<file path="src/rtl/arbitro_param.sv">
// Arbiter that moves FIFO head words from NUM_PORTS x NUM_VC sources to NUM_OUT registered outputs.
// The destination sits in the top bits of each word. MODE 0 gives strict VC priority, MODE 1 a flat round-robin.
module arbitro_param #(
   parameter int DATA_W    = 6,
   parameter int NUM_PORTS = 2,
   parameter int NUM_VC    = 2,
   parameter int NUM_OUT   = 2,
   parameter int CNT_W     = 4,
   parameter int MODE      = 0
) (
   input  logic                                clk,
   input  logic                                reset,
   input  logic [NUM_PORTS*NUM_VC*DATA_W-1:0]  data_in,
   input  logic [NUM_PORTS*NUM_VC-1:0]         empty,
   input  logic [NUM_OUT-1:0]                  out_full,
   output logic [NUM_PORTS*NUM_VC-1:0]         pop,
   output logic [NUM_OUT*DATA_W-1:0]           data_out,
   output logic [NUM_OUT-1:0]                  valid_out,
   output logic [NUM_OUT*CNT_W-1:0]            pkt_count,
   output logic [1:0]                          state
);
   localparam int NS     = NUM_PORTS * NUM_VC;
   localparam int DEST_W = $clog2(NUM_OUT);
   localparam int SW     = (NS > 1) ? $clog2(NS) : 1;
   localparam int PW     = (NUM_PORTS > 1) ? $clog2(NUM_PORTS) : 1;
   localparam int VW     = (NUM_VC > 1) ? $clog2(NUM_VC) : 1;

   typedef enum logic [1:0] {
      ST_IDLE   = 2'b00,
      ST_ACTIVE = 2'b01,
      ST_STALL  = 2'b10
   } state_t;

   logic [NS-1:0][DATA_W-1:0]      words;
   logic [NS-1:0][DEST_W-1:0]      dest;
   logic [NS-1:0]                  elig;

   logic                           gnt_vld;
   logic [SW-1:0]                  gnt_src;
   logic [PW-1:0]                  gnt_p;
   logic [VW-1:0]                  gnt_v;
   logic [DEST_W-1:0]              gnt_dest;

   logic [NUM_VC-1:0][PW-1:0]      rr_vc_q, rr_vc_d;
   logic [SW-1:0]                  rr_all_q, rr_all_d;
   logic [NUM_OUT-1:0][DATA_W-1:0] data_q, data_d;
   logic [NUM_OUT-1:0]             valid_q, valid_d;
   logic [NUM_OUT-1:0][CNT_W-1:0]  cnt_q, cnt_d;
   state_t                         state_q, state_d;

   assign words = data_in;

   for (genvar s = 0; s < NS; s++) begin : g_src
      assign dest[s] = words[s][DATA_W-1 -: DEST_W];
      assign elig[s] = ~empty[s] & ~out_full[dest[s]];
   end

   // First eligible source found scanning forward from the relevant pointer wins.
   always_comb begin
      int p;
      int s;
      p       = 0;
      s       = 0;
      gnt_vld = 1'b0;
      gnt_src = '0;
      gnt_p   = '0;
      gnt_v   = '0;
      if (MODE == 0) begin
         for (int v = 0; v < NUM_VC; v++) begin
            for (int k = 0; k < NUM_PORTS; k++) begin
               p = (int'(rr_vc_q[VW'(v)]) + k) % NUM_PORTS;
               s = p * NUM_VC + v;
               if (!gnt_vld && elig[SW'(s)]) begin
                  gnt_vld = 1'b1;
                  gnt_src = SW'(s);
                  gnt_p   = PW'(p);
                  gnt_v   = VW'(v);
               end
            end
         end
      end else begin
         for (int k = 0; k < NS; k++) begin
            s = (int'(rr_all_q) + k) % NS;
            if (!gnt_vld && elig[SW'(s)]) begin
               gnt_vld = 1'b1;
               gnt_src = SW'(s);
               gnt_p   = PW'(s / NUM_VC);
               gnt_v   = VW'(s % NUM_VC);
            end
         end
      end
      if (reset) gnt_vld = 1'b0;
   end

   assign gnt_dest = dest[gnt_src];
   assign pop      = gnt_vld ? (NS'(1) << gnt_src) : '0;

   always_comb begin
      data_d   = data_q;
      valid_d  = '0;
      cnt_d    = cnt_q;
      rr_vc_d  = rr_vc_q;
      rr_all_d = rr_all_q;
      if (gnt_vld) begin
         data_d[gnt_dest]  = words[gnt_src];
         valid_d[gnt_dest] = 1'b1;
         cnt_d[gnt_dest]   = cnt_q[gnt_dest] + CNT_W'(1);
         if (MODE == 0)
            rr_vc_d[gnt_v] = (int'(gnt_p) == NUM_PORTS - 1) ? '0 : gnt_p + PW'(1);
         else
            rr_all_d = (int'(gnt_src) == NS - 1) ? '0 : gnt_src + SW'(1);
      end
      if (&empty)       state_d = ST_IDLE;
      else if (gnt_vld) state_d = ST_ACTIVE;
      else              state_d = ST_STALL;
   end

   always_ff @(posedge clk) begin
      if (reset) begin
         data_q   <= '0;
         valid_q  <= '0;
         cnt_q    <= '0;
         rr_vc_q  <= '0;
         rr_all_q <= '0;
         state_q  <= ST_IDLE;
      end else begin
         data_q   <= data_d;
         valid_q  <= valid_d;
         cnt_q    <= cnt_d;
         rr_vc_q  <= rr_vc_d;
         rr_all_q <= rr_all_d;
         state_q  <= state_d;
      end
   end

   assign data_out  = data_q;
   assign valid_out = valid_q;
   assign pkt_count = cnt_q;
   assign state     = state_q;

endmodule
</file>
<file path="config.mk">
export PLATFORM = sky130hd
export DESIGN_NAME = arbitro_param
export DESIGN_NICKNAME = d
export VERILOG_FILES = /design/src/rtl/arbitro_param.sv
export SDC_FILE = /design/constraint.sdc
export NUM_CORES = 1
export LEC_CHECK = 0
export ABC_CLOCK_PERIOD_IN_PS = 5500
export CORE_MARGIN = 5
export CORE_UTILIZATION = 42
export DETAILED_ROUTE_END_ITERATION = 6
export PLACE_DENSITY = 0.84
export SLEW_MARGIN = 20
export SYNTH_ARGS = -nofsm -noshare
export SYNTH_HDL_FRONTEND = slang
export SYNTH_SLANG_ARGS = --single-unit
</file>
<file path="constraint.sdc">
create_clock -name clk -period 5.5 [get_ports clk]
set_clock_uncertainty 0.15 [all_clocks]
set_input_delay 0.55 -clock clk [delete_from_list [all_inputs] [get_ports clk]]
set_output_delay 0.55 -clock clk [all_outputs]
set_load 0.01 [all_outputs]
</file>
Yosys cells after proc, flatten, opt, wreduce, memory -nomap -nowiden --
Index checks and enable logic that the tools add are counted.
Word-level totals: flip-flop bits (word level) 25, bits of input ports 32, output and inout port bits 28, logic and storage cells 57
Cells by class: $add $sub $neg 3, reductions and logical operators 6, bitwise gates (word level) 4, shifts and indexed selects 1, magnitude comparators 6, muxes and demuxes 30
Operators by type and width (number):
- $mux 4 | 4
- $mux 1 | 14
- $bmux 6 s2 | 1
- $bwmux 12 | 1
- $mux 6 | 2
- $bwmux 8 | 1
- $lt 2x4->1 const B | 2
- $demux 6 s1 | 1
- $mux 2 | 3
- $add 4x1->4 const B | 1
- $demux 4 s1 | 1
- $lt 1x2->1 const B | 2
- $reduce_and 4->1 | 1
- $reduce_or 2->1 | 2
- $shl 1x2->4 const A | 1
- $lt 2x3->1 const B | 1
- $not 1->1 | 3
- $add 1x1->1 const B | 2
- $bmux 1 s2 | 1
- $logic_and 1x1->1 | 2
- $and 1x1->1 | 1
- $demux 1 s1 | 1
- $ge 1x1->1 const B | 1
- $logic_not 1->1 | 1

Depth between registers and ports, before layout --
Gate-level depths: netlist of run 1.
depth after elaboration 17, depth in mapped cells 8

Least setup slack after synthesis of run 1 --
No wires, ideal clock.
path kind input-to-reg, start input empty[0], end register cnt_q (netlist bit pkt_count[6]), stages on the path 8, slack 2667 ps, arrival 2563 ps, buffers on the path 1, required time 5229 ps, path through buf_2 > or3b_1 > a211oi_4 > mux2_2 > ha_1 > nor3b_1 > nor2b_1 > mux2_2
On the way: longest elaborated chain between the ends 15, elaborated cells between the ends (all ways) 24, those cells by class 1 x add/sub; 2 x order compare; 16 x mux; 2 x bitwise; 3 x reduce/logical
Ends and longest elaborated chain:
- from (decl) | RTL line 14 | input logic [NUM_PORTS*NUM_VC-1:0] empty,
- $not 1->1 (*) | RTL line 55 | assign elig[s] = ~empty[s] & ~out_full[dest[s]];
- $and 1x1->1 (*) | RTL line 55
- parallel branches: the longest is 13 deep, another holds $add 4x1->4
- to (signal assigned) | RTL line 129 | cnt_q <= cnt_d;
- to (decl) | RTL line 48 | logic [NUM_OUT-1:0][CNT_W-1:0] cnt_q, cnt_d;
Every way passes the cells marked *. The select of a mux whose other input is x is not followed. A chain may end at the register's enable or synchronous reset.

Worst setup path after layout of run 1 --
start input data_in[5], end output pop[2]
On the way: longest elaborated chain between the ends 12, elaborated cells between the ends (all ways) 17, those cells by class 1 x shift; 12 x mux; 2 x bitwise; 2 x reduce/logical
Ends and longest elaborated chain:
- from (decl) | RTL line 13 | input logic [NUM_PORTS*NUM_VC*DATA_W-1:0] data_in,
- $mux 1 (not written as such) (*) (2 in a row) | RTL line 55
- $not 1->1 (*) | RTL line 55
- $and 1x1->1 (*) | RTL line 55
- $mux 1 (not written as such) (2 in a row) | RTL line 73 | if (!gnt_vld && elig[SW'(s)]) begin
- $mux 1 | RTL line 73
- $logic_not 1->1 | RTL line 73
- $logic_and 1x1->1 | RTL line 73
- $mux 2 or $mux 1 (tied branches) | RTL line 73
- $shl 1x2->4 or $mux 1 (tied branches) | RTL line 96, 92
- $mux 4 (*) | RTL line 96 | assign pop = gnt_vld ? (NS'(1) << gnt_src) : '0;
- to (decl) | RTL line 16 | output logic [NUM_PORTS*NUM_VC-1:0] pop,
Mark *: on every way between the ends. The rest lies on a longest branch, timed or not. The select of a mux whose other input is x is not followed.

==> results of run 1 <==
## state kept, by name, summed over array words and instances, names as in the netlist
register / count
state: 2
pkt_count: 8
valid_out: 2
data_out: 12
rr_vc_q: 1
## placed cells by master, fill, tap and decap left out, types with 2 or more instances in the layout
cell,count
a21o_1,3
a2111oi_4,2
nand2b_1,12
nor3b_1,2
nand3_1,3
dfxtp_1,25
nor2b_1,3
mux2i_1,17
clkbuf_4,3
inv_1,6
xnor2_1,3
and3_1,2
mux2_2,4
a21oi_1,3
conb_1,2
nor2_1,11
clkdlybuf4s50_1,45
## power groups by stage
stage	registers (mW)	clock network (mW)	logic [mW]
after floorplan	0.200	0	0.0325
after global placement	0.197	0	0.0659
after detailed placement	0.198	0	0.0674
after CTS	0.194	0.0869	0.0677
after global routing	0.195	0.0925	0.0724
final	0.193	0.0811	0.0667
## worst max-delay path, cell delays in order
cell and delay [ns]:
clkdlybuf4s50_1 0.60, mux2_2 0.45, or3_1 0.50, nor2_1 0.14, clkdlybuf4s50_1 0.55
## per-layer routing
layer | up-vias | global-route usage
met3 | 5 | 0.0320
met4 | 0 | 0.0557
met2 | 24 | 0.227
met5 | - | 0
met1 | 430 | 0.156
li1 | 475 | -
## final cells by class
type / instances / area, um2 / share of cell area
multi-input cells: 78 / 623 / 0.373
repair buffers: 46 / 458 / 0.274
well taps: 31 / 38.8 / 0.0232
clock buffers: 4 / 26.3 / 0.0157
flip-flops and latches: 25 / 500 / 0.300
inverters: 6 / 22.5 / 0.0135
## cells in the mapped netlist
library cell and instances:
a2111oi_4 2, a211oi_4 1, a21o_1 3, a21oi_1 3
a41o_1 1, and2_1 1, and3_1 2, and4bb_2 1
buf_2 1, buf_4 2, buf_6 1, clkbuf_1 3
conb_1 1, dfxtp_1 25, ha_1 1, inv_1 6
mux2_2 4, mux2i_1 17, nand2_2 1, nand2b_1 12
nand3_1 3, nor2_1 11, nor2b_1 3, nor3_1 1
nor3b_1 2, nor4_1 1, o21ba_2 1, or3_1 1
or3b_1 1, xnor2_1 3
## kinds of logic (layout without fill, tap and decap cells)
logic type / Yosys count / in the layout
XOR/XNOR: 3 / 3
AO/OA/AOI/OAI: 11 / 11
flip-flops: 25 / 25
other: 1 / 2
AND/OR/NAND/NOR: 40 / 40
buffers and inverters: 13 / 56
adder cells (fa/ha/maj): 1 / 1
multiplexers: 21 / 21
## final timing paths
kind | from | endpoint | slack, ns | depth (start not counted)
worst min register to register | data_out[5]$_SDFFE_PP0P_ | data_out[5]$_SDFFE_PP0P_ | 0.33 | 1
worst max register to register | rr_vc_q[0]$_SDFFE_PP0N_ | pkt_count[6]$_SDFFE_PP0P_ | 2.70 | 7
worst max-delay path | data_in[5] | pop[2] | 2.01 | 5
worst min-delay path | data_out[5]$_SDFFE_PP0P_ | data_out[5]$_SDFFE_PP0P_ | 0.33 | 1
==> out/summary.txt, run 1 <==
Result of the run = finished, final reports clean
Distinct cells, synth = 30
Routed wire length per instance = 13.4 um
Die Footprint = 0.00398 mm2
Final WS setup = 2.01 ns
Via count normalized by instance count = 4.92
FF+latch count, synth = 25
Part of the cycle the worst path needs = 0.635
Num ports = 60
Critical path endpoint category = primary output
Post-synthesis adder-cell area fraction = 0.0106
Number of sinks driven by the clock tree = 25
Highest routed metal layer = met4
Post-cts sizing count = 0
Unrepaired setup endpoints after global routing = false
Maximum clock frequency = 0.286 GHz
Peak ir drop on the vdd network = 125 uV
Setup TNS = 0 ns
Worst slack after detailed placement = 1.96 ns
Largest net degree at the start of global routing = 27
Total cell area at the placement stage = 0.00164 mm2
Number of global-route vias before repair = 968
Initial antenna violation count = 0
Sw power = 86.0 uW
Post-layout power = 341 uW
Initial Utilization = 0.433
Number of max-slew violations in the final report = 0
Cts bufs inserted = 3
RD Place Congestion = 0.745
Multiplexer share of the synthesized area = 0.182
Die Width = 63.1 um
Power per standard cell area = 204 mW/mm2
Area of all placed cells without fillers = 0.00167 mm2
TritonCTS clock tree = built
Combinational fraction of design power = 0.195
Drt total wl = 2.55 mm
Post-CTS Setup Bufs = 0
Yosys Warn Count = 0
Netlist area before placement = 0.00118 mm2
Final hold violation count = 0
Hold_ws = 0.334 ns
M1 WL = 1.11 mm
Core area = 0.00273 mm2
Path type of the worst min-delay path = reg2reg
Number of instances in the placed design = 186
Post-synthesis share of cell area spent on and, or, nand and nor gates = 0.193
Count of input and output buffers = 45
Met3 wire length = 123 um
Share of total power consumed by net switching = 0.252
Combinational family with the most area after synthesis = simple AND/OR/NAND/NOR gates
Count of non-filler cells in the finished layout = 190
DRC violations left = 0
Worst endpoint required time = 4.80 ns
Synth Area in Compound Gates = 0.112
Final core area utilization = 0.611
Global-route wire length before repair = 4.36 mm
Area fraction of the dominant cell type after synthesis = 0.422
First-pass DRT Iterations = 4
Cell at the root of the clock tree = clkbuf_4
Post-layout nets = 193
WP data arrival = 2.79 ns
Total via count after detailed routing = 934
# hold bufs at CTS = 0
Clock-pin slew on the worst setup and hold paths = 0.13 ns
Clock latency at the later pin of the worst-skew pair = 0.31 ns
Total length of routed met2 wires = 1.27 mm
Leading cell types by total area after synthesis = dfxtp_1, mux2i_1, nand2b_1, a2111oi_4, mux2_2
Layout-stage area growth over the synthesis result = 40.9%
Overflow left after global routing = 0
Maximum fanout encountered on the critical timing path = 7
DRT antenna net count = 0
Antenna diodes = 0
Worst-case clock buffer depth = 2
Average cell area after synthesis = 10.3 um2
First-iteration detailed-routing DRC count = 26
Count of max-cap constraint violations = 0
Top cell type by total area after synthesis = dfxtp_1
XOR/XNOR Fraction of Synth Area = 0.0222
Final setup vio count = 0
Overall global routing resource usage = 0.132
Syn Inst Count = 115
Sequential share of power = 0.567
Chip height = 63.1 um
Clock network fraction of total power = 0.238
Kind of launch point of the worst setup path = primary input
Filler cell count in the final layout = 239
Static leakage = 0.704 nW
Sequential area share after synthesis = 0.422
# rows = 19
Half-perimeter wire length of the detailed placement result = 1.95 mm
Time the worst path needs with I/O delays and setup = 3.49 ns
Critical path start-end classification = in2out
Fraction of final layout cells sized beyond drive strength 1 = 0.0881
P_int = 255 uW
Total number of H-tree levels = 1
Power figures use the tool's default switching activity.
==> run 2, diff against run 1 <==
- ABC_CLOCK_PERIOD_IN_PS: 5500 -> 3550
- CORE_UTILIZATION: 42 -> 39
- PLACE_DENSITY: 0.84 -> 0.79
- clock period: 5.5 -> 3.55 ns (I/O delays scaled with it)
==> run 2 against run 1 <==
Hold slack gained 0.0030 ns. Via count is 0.54% lower. Flip-flop and latch count unchanged. Critical path depth unchanged. Count of clock-buffer cells in the layout down 1. Largest power group unchanged. Highest routed layer unchanged.
==> out/summary.txt, run 2 (same netlist as run 1, synthesis figures left out) <==
Result of the run = finished, final reports clean
Maximum clock frequency = 0.320 GHz
Final WS setup = 0.429 ns (-1.58 ns)
Chip height = 65.1 um (+3.2%)
# hold bufs at CTS = 0 (unchanged)
Die Footprint = 0.00424 mm2 (+6.5%)
Final core area utilization = 0.568 (-0.0429)
Clock-pin slew on the worst setup and hold paths = 0.13 ns (about the same)
Routed wire length per instance = 13.8 um (+3.1%)
Leading cell types in the layout, fill and taps excluded = clkdlybuf4s50_1, dfxtp_1, mux2i_1
Num ports = 60 (unchanged)
DRC violations left = 0 (unchanged)
Layout-stage area growth over the synthesis result = 42.7%
Worst slack after detailed placement = 0.438 ns (-1.53 ns)
Post-layout nets = 195 (+1.0%)
Sequential share of power = 0.558 (-0.009)
First-iteration detailed-routing DRC count = 45 (+73%)
Final hold violation count = 0 (unchanged)
DRT antenna net count = 0 (unchanged)
Sw power = 141 uW (+64%)
R2R cell count = 7 (unchanged)
Setup TNS = 0 ns (unchanged)
Fraction of final layout cells sized beyond drive strength 1 = 0.106 (+0.0175)
Clock latency at the later pin of the worst-skew pair = 0.32 ns (about the same)
P_int = 397 uW (+55%)
Via count normalized by instance count = 4.79 (-2.6%)
Clock network fraction of total power = 0.244 (+0.006)
Post-cts sizing count = 0 (unchanged)
Overall global routing resource usage = 0.134 (+0.00173)
Initial Utilization = 0.398 (-0.0355)
WP data arrival = 2.62 ns (-0.17 ns)
Number of flip-flops under the largest register name = 12 (unchanged)
Dominant cell type by count on the critical path = clkdlybuf4s50_1
Critical path start-end classification = in2out
Number of global-route vias before repair = 989 (+2.2%)
# rows = 20 (+1)
Total via count after detailed routing = 929 (-0.54%)
Share of total power consumed by net switching = 0.262 (+0.0101)
Number of sinks driven by the clock tree = 25 (unchanged)
Overflow left after global routing = 0 (unchanged)
Filler cell count in the final layout = 257 (+7.5%)
Total number of H-tree levels = 1 (unchanged)
Half-perimeter wire length of the detailed placement result = 2.14 mm (+9.7%)
Unrepaired setup endpoints after global routing = false
Die Width = 65.1 um (+3.2%)
Drt total wl = 2.69 mm (+5.3%)
CP max stage cell = clkdlybuf4s50_1
Initial antenna violation count = 0 (unchanged)
Core area = 0.00298 mm2 (+8.9%)
Cell-by-cell listing of the critical path = clkdlybuf4s50_1 > mux2_2 > or3_1 > nor2_1 > clkdlybuf4s50_1
Cts bufs inserted = 3 (unchanged)
Global-route wire length before repair = 4.51 mm (+3.3%)
Path type of the worst min-delay path = reg2reg
Largest net degree at the start of global routing = 26 (-3.7%)
Count of max-cap constraint violations = 0 (unchanged)
First-pass DRT Iterations = 2 (-2)
Worst-case clock buffer depth = 2 (unchanged)
Antenna diodes = 0 (unchanged)
Final setup vio count = 0 (unchanged)
Peak ir drop on the vdd network = 141 uV (+13%)
TritonCTS clock tree = built
Post-CTS Setup Bufs = 0 (unchanged)
Kind of launch point of the worst setup path = primary input
Depth of the worst hold-timing path = 2 (+1)
Part of the cycle the worst path needs = 0.879
RD Place Congestion = 0.687 (-7.8%)
Worst endpoint required time = 3.04 ns (-1.76 ns)
Power per standard cell area = 318 mW/mm2 (+55%)
Largest stage delay on the critical path = 0.59 ns (about the same)
Critical path endpoint category = primary output
Combinational fraction of design power = 0.197 (+0.002)
Time the worst path needs with I/O delays and setup = 3.12 ns
Maximum fanout encountered on the critical timing path = 7 (unchanged)
Count of input and output buffers = 45 (unchanged)
Number of max-slew violations in the final report = 0 (unchanged)
Cell at the root of the clock tree = clkbuf_4
Most common cell after layout, fill and taps aside = clkdlybuf4s50_1
Static leakage = 0.713 nW (+1.2%)
## run 2: cell types whose count changed in the layout (fill, tap and decap cells not counted), sizes merged
| cell | change |
|---|---|
| clkinvlp | +1 |
| buf | +2 |
| clkbuf | -1 |
## run 2: cell type report
cell class	count	area (um2)	area share
Multi-Input combinational cell	78	623	0.369
Sequential cell	25	500	0.296
Timing Repair Buffer	48	473	0.280
Tap cell	33	41.3	0.0244
Clock buffer	3	22.5	0.0133
Inverter	6	22.5	0.0133
Clock inverter	1	7.51	0.00444
## run 2: through the flow
step                      hold WS (ns)  instances  cell area, um2  power, mW
final                            0.337        194            1690      0.537
after CTS                        0.339        194            1690      0.545
after detailed placement         0.312        190            1660      0.414
after global routing             0.347        194            1690      0.565
after global placement           0.302        190            1660      0.410
after floorplan                  0.315        116            1190      0.360
## run 2: routing by layer
layer  global-route usage  vias to the layer above  wire length, um
met3               0.0274                        4              142
met4               0.0596                        0               34
met1                0.146                      428             1110
li1                     -                      475                -
met5                    0                        -                0
met2                0.249                       22             1400
## run 2: power groups by stage
stage | Combinational, mW | Clock, mW | Sequential [mW]
global route | 0.115 | 0.148 | 0.302
finish | 0.106 | 0.131 | 0.300
global placement | 0.104 | 0 | 0.305
floorplan | 0.0503 | 0 | 0.310
detailed placement | 0.107 | 0 | 0.306
CTS | 0.108 | 0.137 | 0.300
## run 2: worst max-delay path, delay by kind of cell
family	cells	cell delay, ns
buffers and inverters	2	1.14
multiplexers	1	0.46
AND/OR/NAND/NOR	2	0.66
## run 2: worst paths after layout
kind | end | startpoint | slack (ns)
hold / removal | data_out[11]$_SDFFE_PP0P_ | data_out[11]$_SDFFE_PP0P_ | 0.34
setup reg to reg | pkt_count[6]$_SDFFE_PP0P_ | rr_vc_q[0]$_SDFFE_PP0N_ | 0.91
setup / recovery | pop[2] | data_in[5] | 0.43
hold reg to reg | data_out[11]$_SDFFE_PP0P_ | data_out[11]$_SDFFE_PP0P_ | 0.34
==> run 3, diff against run 2 <==
- MAX_ROUTING_LAYER: default -> met4
==> run 3 against run 2 <==
Total power hardly changed. Flip-flop and latch count stayed put. Sequential share of layout area unchanged. Final cell count is the same. Non-clock buffer count stayed put. Register-to-register slack hardly changed. Count of clock-buffer cells in the layout is the same. Routed wire length hardly changed. First-iteration DRC count unchanged. Worst setup slack hardly changed. Maximum frequency is essentially flat. Sequential power is essentially flat. Critical path type unchanged. Largest power group unchanged.
==> out/summary.txt, run 3 (same netlist as run 1, synthesis figures left out) <==
Total cell area at the placement stage = 0.00166 mm2 (unchanged)
Number of sinks driven by the clock tree = 25 (unchanged)
Cell-by-cell listing of the critical path = clkdlybuf4s50_1 > mux2_2 > or3_1 > nor2_1 > clkdlybuf4s50_1
Core area = 0.00298 mm2 (unchanged)
Depth of the worst hold-timing path = 2 (unchanged)
Global-route wire length before repair = 4.51 mm (+0.16%)
Count of input and output buffers = 45 (unchanged)
Cell at the root of the clock tree = clkbuf_4
CP max stage cell = clkdlybuf4s50_1
Total number of H-tree levels = 1 (unchanged)
Largest stage delay on the critical path = 0.59 ns (about the same)
Num ports = 60 (unchanged)
Worst endpoint required time = 3.04 ns (about the same)
Static leakage = 0.713 nW (unchanged)
Maximum fanout encountered on the critical timing path = 7 (unchanged)
Area of all placed cells without fillers = 0.00169 mm2 (unchanged)
Count of non-filler cells in the finished layout = 194 (unchanged)
Final setup vio count = 0 (unchanged)
Antenna diodes = 0 (unchanged)
Initial antenna violation count = 0 (unchanged)
R2R cell count = 7 (unchanged)
Initial Utilization = 0.398 (unchanged)
Most common cell after layout, fill and taps aside = clkdlybuf4s50_1
Kind of launch point of the worst setup path = primary input
First-pass DRT Iterations = 4 (+2)
Dominant cell type by count on the critical path = clkdlybuf4s50_1
Fraction of final layout cells sized beyond drive strength 1 = 0.106 (unchanged)
Overall global routing resource usage = 0.138 (+0.00359)
Overflow left after global routing = 0 (unchanged)
Number of global-route vias before repair = 988 (-0.10%)
Number of max-slew violations in the final report = 0 (unchanged)
Largest net degree at the start of global routing = 26 (unchanged)
Die Width = 65.1 um (unchanged)
Time the worst path needs with I/O delays and setup = 3.12 ns (+0.0000170 ns)
Worst-case clock buffer depth = 2 (unchanged)
TritonCTS clock tree = built
Half-perimeter wire length of the detailed placement result = 2.14 mm (unchanged)
Final hold violation count = 0 (unchanged)
DRT antenna net count = 0 (unchanged)
Leading cell types in the layout, fill and taps excluded = clkdlybuf4s50_1, dfxtp_1, mux2i_1
Clock latency at the later pin of the worst-skew pair = 0.32 ns (about the same)
# hold bufs at CTS = 0 (unchanged)
Count of max-cap constraint violations = 0 (unchanged)
Power per standard cell area = 318 mW/mm2 (about the same)
Setup TNS = 0 ns (unchanged)
Worst slack after detailed placement = 0.438 ns (unchanged)
Drt total wl = 2.69 mm (about the same)
Maximum clock frequency = 0.320 GHz (about the same)
# rows = 20 (unchanged)
Path type of the worst min-delay path = reg2reg
Layout-stage area growth over the synthesis result = 42.7% (unchanged)
Final core area utilization = 0.568 (unchanged)
Chip height = 65.1 um (unchanged)
Clock-pin slew on the worst setup and hold paths = 0.13 ns (about the same)
Post-layout nets = 195 (unchanged)
Cts bufs inserted = 3 (unchanged)
Via count normalized by instance count = 4.81 (+0.43%)
Peak ir drop on the vdd network = 141 uV (about the same)
WP data arrival = 2.62 ns (about the same)
First-iteration detailed-routing DRC count = 45 (unchanged)
Unrepaired setup endpoints after global routing = false
Part of the cycle the worst path needs = 0.879 (about the same)
Result of the run = finished, final reports clean
Hold_ws = 0.337 ns (unchanged)
Critical path start-end classification = in2out
RD Place Congestion = 0.695 (+1.0%)
Final WS setup = 0.429 ns (-0.0000170 ns)
Number of instances in the placed design = 190 (unchanged)
Critical path endpoint category = primary output
Die Footprint = 0.00424 mm2 (unchanged)
Post-CTS Setup Bufs = 0 (unchanged)
DRC violations left = 0 (unchanged)
Number of flip-flops under the largest register name = 12 (unchanged)
Post-layout power = 537 uW (about the same)
Total via count after detailed routing = 933 (+0.43%)
Routed wire length per instance = 13.9 um (about the same)
Post-cts sizing count = 0 (unchanged)
[run 3: cell counts in the layout (fill, tap and decap cells not counted)]
No cell type changed its count.
[run 3: worst paths after layout]
check	start	end	slack [ns]
setup reg to reg	rr_vc_q[0]$_SDFFE_PP0N_	pkt_count[6]$_SDFFE_PP0P_	0.91
setup / recovery	data_in[5]	pop[2]	0.43
hold / removal	data_out[11]$_SDFFE_PP0P_	data_out[11]$_SDFFE_PP0P_	0.34
hold reg to reg	data_out[11]$_SDFFE_PP0P_	data_out[11]$_SDFFE_PP0P_	0.34
[run 3: area by class of cell]
type	instances	area, um2
Fill cell	257	1290
Multi-Input combinational cell	78	623
Sequential cell	25	500
Timing Repair Buffer	48	473
Tap cell	33	41.3
Clock buffer	3	22.5
Inverter	6	22.5
Clock inverter	1	7.51
[run 3: worst max-delay path: cells and delay by family]
kind                   cells  cell delay, ns
buffers and inverters      2            1.14
AND/OR/NAND/NOR            2            0.66
multiplexers               1            0.46
[run 3: report_power, final]
part	total, mW	internal [mW]	switching (mW)
sequential	0.300	0.292	0.00843
combinational	0.106	0.0618	0.0443
clock	0.131	0.0430	0.0881
[run 3: per-layer routing]
metal,routed length [um],global-route usage,vias up,part of all wire
li1,-,-,475,-
met1,1110,0.146,432,0.41
met2,1400,0.249,22,0.52
met3,143,0.0274,4,0.053
met4,34,0.0596,0,0.013
met5,0,-,-,0
